$ cat src/rtl/fetch_ifid_stage.sv
// IF stage and IF/ID pipeline register for the pipelined MIPS core.
// Holds the fetch PC, latches the fetched word into ID, slices the ID word
// for the decoder AND-plane, and resolves beq/j/jal/jr next-PC in ID with one
// architectural delay slot (the word fetched alongside a redirect is kept).
module fetch_ifid_stage #(
    parameter logic [31:0] PC_RESET = 32'h0000_3000,
    parameter logic [31:0] NOP_WORD = 32'h0000_0000
) (
    input  logic        clk,
    input  logic        reset,
    input  logic        stall,
    input  logic [31:0] im_data,
    input  logic        dec_beq,
    input  logic        dec_j,
    input  logic        dec_jal,
    input  logic        dec_jr,
    input  logic [31:0] rs_fwd,
    input  logic [31:0] rt_fwd,
    output logic [31:0] im_addr,
    output logic [31:0] instr_d,
    output logic [31:0] pc_d,
    output logic [31:0] pc8_d,
    output logic        op_d,
    output logic [5:0]  f_d,
    output logic        redirect
);

    // Fetch PC (IF) and IF/ID register contents
    logic [31:0] pcf_q, pcf_d;
    logic [31:0] ir_q,  ir_d;
    logic [31:0] pcid_q, pcid_d;

    logic [31:0]        pc4_id;
    logic signed [31:0] imm_sx;
    logic [31:0]        br_tgt;
    logic [31:0]        jt;
    logic               eq;
    logic               br_taken;
    logic [31:0]        npc;

    // Word-aligned branch offset: sign-extend the 16-bit immediate, scale by 4.
    function automatic logic [31:0] branch_offset(input logic [15:0] imm);
        logic signed [31:0] sx;
        sx = {{16{imm[15]}}, imm};
        return 32'(sx <<< 2);
    endfunction

    assign pc4_id   = pcid_q + 32'd4;
    assign imm_sx   = {{16{ir_q[15]}}, ir_q[15:0]};
    assign br_tgt   = pc4_id + branch_offset(imm_sx[15:0]);
    assign jt       = {pc4_id[31:28], ir_q[25:0], 2'b00};
    assign eq       = (rs_fwd == rt_fwd);
    assign br_taken = dec_beq & eq;

    // Next-PC select; jr outranks j/jal, which outrank a taken beq
    always_comb begin
        npc = pcf_q + 32'd4;
        if (dec_jr) begin
            npc = rs_fwd;
        end else if (dec_j | dec_jal) begin
            npc = jt;
        end else if (br_taken) begin
            npc = br_tgt;
        end
    end

    // Register next-state: advance unless stalled, which freezes IF and ID together
    always_comb begin
        pcf_d  = pcf_q;
        ir_d   = ir_q;
        pcid_d = pcid_q;
        if (!stall) begin
            pcf_d  = npc;
            ir_d   = im_data;
            pcid_d = pcf_q;
        end
    end

    // State update; reset takes precedence over stall
    always_ff @(posedge clk) begin
        if (reset) begin
            pcf_q  <= PC_RESET;
            ir_q   <= NOP_WORD;
            pcid_q <= 32'd0;
        end else begin
            pcf_q  <= pcf_d;
            ir_q   <= ir_d;
            pcid_q <= pcid_d;
        end
    end

    assign im_addr  = pcf_q;
    assign instr_d  = ir_q;
    assign pc_d     = pcid_q;
    assign pc8_d    = pcid_q + 32'd8;
    assign op_d     = |ir_q[31:26];
    assign f_d      = op_d ? ir_q[31:26] : ir_q[5:0];
    assign redirect = dec_jr | dec_j | dec_jal | br_taken;

endmodule
$ cat config.mk
export PLATFORM = sky130hd
export DESIGN_NAME = fetch_ifid_stage
export DESIGN_NICKNAME = d
export VERILOG_FILES = /design/src/rtl/fetch_ifid_stage.sv
export SDC_FILE = /design/constraint.sdc
export NUM_CORES = 1
export LEC_CHECK = 0
export CORE_MARGIN = 2
export CORE_UTILIZATION = 49
export DETAILED_ROUTE_END_ITERATION = 6
export PLACE_DENSITY = 0.83
export SYNTH_ARGS = -nofsm -noshare
export SYNTH_HDL_FRONTEND = slang
export SYNTH_SLANG_ARGS = --single-unit
$ cat constraint.sdc
create_clock -name clk -period 5 [get_ports clk]
set_clock_uncertainty 0.15 [all_clocks]
set_input_delay 0.5 -clock clk [delete_from_list [all_inputs] [get_ports clk]]
set_output_delay 0.5 -clock clk [all_outputs]
set_load 0.03 [all_outputs]
Yosys cells after proc, flatten, opt, wreduce, memory -nomap -nowiden --
Cells that the tools add are included.
Storage, ports and cells: word-level logic and storage cells 18, output and inout port bits 136, input bits 103, register bits after elaboration 96
Cells by class: bitwise logic cells 5, $add $sub $neg 4, reduce and logical (&&, ||, !) cells 1, equality and inequality tests 1, multiplexer cells 4
Operators by type and width (count):
- 32-bit two-way mux | 3
- 32-bit by 3-bit adder with 32-bit output, second input constant | 2
- 32-bit adder | 1
- 32-bit by 4-bit adder with 32-bit output, second input constant | 1
- 32-bit equality test | 1
- 6-bit two-way mux | 1
- 6-bit OR reduction | 1
- 1-bit OR | 4
- 1-bit bitwise AND | 1

Longest topological paths before layout --
depth after elaboration 5, depth in mapped cells 16, depth with buffers taken out 16

Worst setup path before layout --
Ideal clock, no wire load.
path kind register to register, from reg pcid_q[4] (netlist: pc_d[4]), to reg pcf_q[24] (netlist: im_addr[24]), cell stages (with the launch flop) 15, path slack 1.154 ns, library setup time 0.115 ns, path buffers 0, arrival 3.581 ns, required time 4.735 ns, clock period less this slack 3.846 ns, path through dfxtp_1 > ha_1 > and4_1 > nor2b_4 > nand3_1 > xnor2_1 > ha_1 > a21o_1 > a21o_1 > a21oi_1 > o221a_2 > o31ai_1 > a31o_2 > or4b_1 > and3_1
On the way: word-level cells in the longest chain between the ends 5
RTL lines:
- start: declaration | line 31 | logic [31:0] pcid_q, pcid_d;
- start signal: assignment | line 88 | pcid_q <= pcid_d;
- 32-bit by 3-bit adder with 32-bit output | line 48 | assign pc4_id = pcid_q + 32'd4;
- 32-bit adder | line 50 | assign br_tgt = pc4_id + branch_offset(imm_sx[15:0]);
- 32-bit two-way mux | line 62 | end else if (br_taken) begin
- 32-bit two-way mux | line 60 | end else if (dec_j | dec_jal) begin
- 32-bit two-way mux | line 58 | if (dec_jr) begin
- end signal: assignment | line 86 | pcf_q <= pcf_d;
- end: declaration | line 29 | logic [31:0] pcf_q, pcf_d;
No other way between the ends. A chain may end at the register's enable or synchronous reset.

Final worst setup path --
from reg pcid_q[4] (netlist: pc_d[4]), to reg pcf_q[26] (netlist: im_addr[26])
Same word-level chain as after synthesis.

==> results.toml <==
[clocking]
cts.clk_slew.worst_paths_ns = 0.08
ctsResizeCount = 0
ctsLongestPathBuffers = 2
clock_latency_ns = 0.36
root_buffer = "clkbuf_16"
cts_htree_levels = 3
cts_buffers = 9
postCtsSetupBuffers = 0
cts_tree = "done"
ctsHoldBuffers = 0
cts_sinks = 96

[grt]
use_met2_pct = 50.78
grt_overflow_total = 0
grtUsageMet3_pct = 6.767
grt_pass1_wl_mm = 45.77
antenna_found_initial = 0
track_usage_pct = 32.91
grt_most_used_layer = "met2"
grt_pass1_vias = 8198
met1_usage_pct = 44.96
grt_max_degree = 83

[pwr]
fin_total_pwr_mw = 2.388
leakage_nw = 4.269
powerDensity_mw_per_mm2 = 223.1
vdd_drop_max_v = 0.0001569

[timing]
post-route-period-util_pct = 84.17
min_period_ns = 4.208
rsz0062_at_grt = "no"
finalHoldViolations = 0
finalSetupViolations = 0
setup-tns-final_ns = 0
drv_slew = 0
fmax_ghz = 0.2376
relSlewSlack_pct = 31.27
tightestPinTransition_ns = 1.031

[route]
dr.pass1.iters = 5
antenna_left = 0
drt-initial-drc-count = 876
detail_route.wirelength_mm = 28.97
drc = 0
vias_per_cell = 5.911
post_drt_wl_per_cell_um = 20.03
via_count = 8547

[synth]
syn_nets = 1176
seq_area_frac_synth_pct = 23.96
synth_area_sq_mm = 0.008020
synth-simple-area-share_pct = 23.74
synth_ff_type = "dfxtp_1"
post_synth.cell_area_avg_sq_um = 7.741
synth_top_family_by_area = "simple AND/OR/NAND/NOR gates"
synth_seq_cells = 96
synth_xor_area_share_pct = 14.74
synth_edf_count = 0
synth_compound_area_share_pct = 17.19
yosys.area_share.adder_pct = 5.866
synthCells = 1036
async_reset_ff_share_pct = 0
yosys.cell_types.count = 73
synthMuxAreaShare_pct = 8.736
ys_warn_count = 0

[critical_path]
cp_data_required_time_ns = 5.08
cp_max_fo = 7
r2r_start = "pc_d[4]"
r2r_cells = 14
cpMaxStageDelayCell = "or4b_1"
r2r-end = "im_addr[26]"
criticalPathCategory = "reg -> reg"
worstPathArrival_ns = 4.29
start_kind = "flip-flop"
crit_chain = "ha_1 > and4_1 > nor2b_4 > and4_1 > nand2_1 > xnor2_1 > ha_1 > a21oi_1 > o21ai_0 > a31oi_1 > or4b_1 > a21oi_1 > xnor2_1 > a21oi_1"
crit_path_max_incr_delay_ns = 0.54
rrSetupSlack_ns = 0.79
cpMostUsedCell = "a21oi_1"
worstSetupEndpointType = "flip-flop"

[final_layout]
num-fill-cells = 1414
area_growth_syn_to_layout_pct = 33.51
ff_latch_area_sq_mm = 0.001922
diodes = 0
multi_input_area_sq_mm = 0.005637
nets = 1365
final_layout_size_suffix_gt1_share_pct = 3.902
finish.utilization_pct = 67.16
fin_area_sq_mm = 0.01071

[status]
outcome = "completed"

[hold_path]
hold_end = "im_addr[1]"
worstHoldStart = "im_addr[1]"
holdCritPathClass = "reg -> reg"
hold_path_depth = 2

[die]
start_util_pct = 50.31
fp.dieH_um = 131.9
rows = 46
die-area_sq_mm = 0.01741
die_w_um = 131.9
core_region_area_sq_mm = 0.01594
ios = 239

[placed_design]
dpl.hpwl_mm = 22.16
placed_area_sq_mm = 0.01036
io_buffers = 238
gp_congestion = 0.9425

[run]
drv_cap = 0
[how the worst max path moves through the flow]
stage,startpoint,endpoint,slack [ns]
final,pc_d[4],im_addr[26],0.79
after global routing,pc_d[3],im_addr[25],0.50
after CTS,pc_d[4],im_addr[26],0.81
after detailed placement,pc_d[4],im_addr[26],0.88
after global placement,pc_d[4],im_addr[26],0.94
after floorplan,pc_d[4],im_addr[24],1.15
[per-layer routing]
metal  vias up  part of all wire (%)
li1       4045                     -
met1      3956                    42
met2       493                    44
met3        53                    11
met4         0                   2.8
met5         -                     0
[cell usage after synthesis (4+ instances only)]
cell        n  share of area [%]
and3_1     12               0.94
mux2i_1    70                8.7
a21o_1     14                1.3
nand3b_1    6               0.56
o211ai_1    4               0.37
buf_2      10               0.62
o221ai_1    6               0.66
o21ai_0    32                2.0
dfxtp_1    96                 24
xor2_1     41                4.5
o21a_1      6               0.56
ha_1       36                5.6
xnor2_1    94                 10
a21oi_1    82                5.1
inv_1      30                1.4
nand2_1    86                4.0
clkbuf_8    6                1.0
nand3_1    40                2.5
and4_1      7               0.76
clkbuf_1   33                1.5
a211oi_1   14                1.3
buf_1      10               0.47
nor2b_1     6               0.47
a31oi_1     9               0.70
or2_2       5               0.39
nor3_1     23                1.4
or3_1       6               0.47
a221oi_1   10                1.1
nand4_1    29                2.3
nor2_1    141                6.6
[final cells by class]
type / instances / share of cell area (%)
multi-input cells: 844 / 52.64
repair buffers: 244 / 22.62
flip-flops and latches: 96 / 17.95
well taps: 216 / 2.524
clock buffers: 10 / 2.138
clock inverters: 6 / 1.075
inverters: 30 / 1.052
[where the power goes]
| part | internal (mW) | leakage (nW) | switching (mW) |
|---|---|---|---|
| Sequential | 0.807 | 0.788 | 0.0906 |
| Combinational | 0.302 | 3.32 | 0.365 |
| Clock | 0.493 | 0.163 | 0.332 |
[critical path: cells and delay by family (launching register included)]
kind / cells / cell delay, ns
xor gates and xnor gates: 2 / 0.35
and+or+nand+nor: 5 / 1.50
adders and majority gates: 2 / 0.69
DFF: 1 / 0.48
AOI/OAI and AO/OA: 5 / 0.91
[cell usage in the layout, fill, tap and decap left out, types with 3 or more instances in the layout]
| cell | instances |
|---|---|
| nand2_1 | 86 |
| and2_1 | 3 |
| nor2_1 | 141 |
| nor3_1 | 23 |
| nand4_1 | 29 |
| clkbuf_16 | 9 |
| a221oi_1 | 10 |
| or3_1 | 6 |
| o21ai_0 | 32 |
| nand2b_1 | 3 |
| o21bai_1 | 3 |
| clkdlybuf4s50_1 | 236 |
| a311o_1 | 3 |
| o221ai_1 | 6 |
| o21a_1 | 6 |
| a311oi_1 | 3 |
| a21o_1 | 14 |
| nand3b_1 | 6 |
| nor3b_1 | 3 |
| a21oi_1 | 82 |
| inv_1 | 30 |
| nor4_1 | 3 |
| or2_2 | 5 |
| ha_1 | 36 |
| nor2b_1 | 6 |
| o211ai_1 | 4 |
| nand3_1 | 40 |
| and4_1 | 7 |
| buf_4 | 8 |
| dfxtp_1 | 96 |
| xor2_1 | 41 |
| and3_1 | 12 |
| bufinv_16 | 3 |
| mux2i_1 | 70 |
| xnor2_1 | 94 |
| a31oi_1 | 9 |
| a211oi_1 | 14 |
[stage by stage]
stage,worst slack (ns),std cells,hold WS [ns]
6_report,0.7915,1446,0.3683
3_5_place_dp,0.8827,1430,0.3577
4_1_cts,0.8136,1446,0.3710
3_3_place_gp,0.9434,1430,0.3446
2_1_floorplan,1.154,1036,0.4684
5_1_grt,0.5002,1446,0.4053
[cells by family (layout without fill, tap and decap cells)]
kind of cell,Yosys count,after routing
flip-flops,96,96
buffers and inverters,96,290
AND/OR/NAND/NOR,389,389
XOR/XNOR,135,135
multiplexers,70,70
adder cells (fa/ha/maj),37,37
AO/OA/AOI/OAI,213,213
[sequential cells by signal, summed over array words and instances (netlist names)]
name	count
im_addr	32
instr_d	32
pc_d	32
Power figures use the tool's default switching activity.
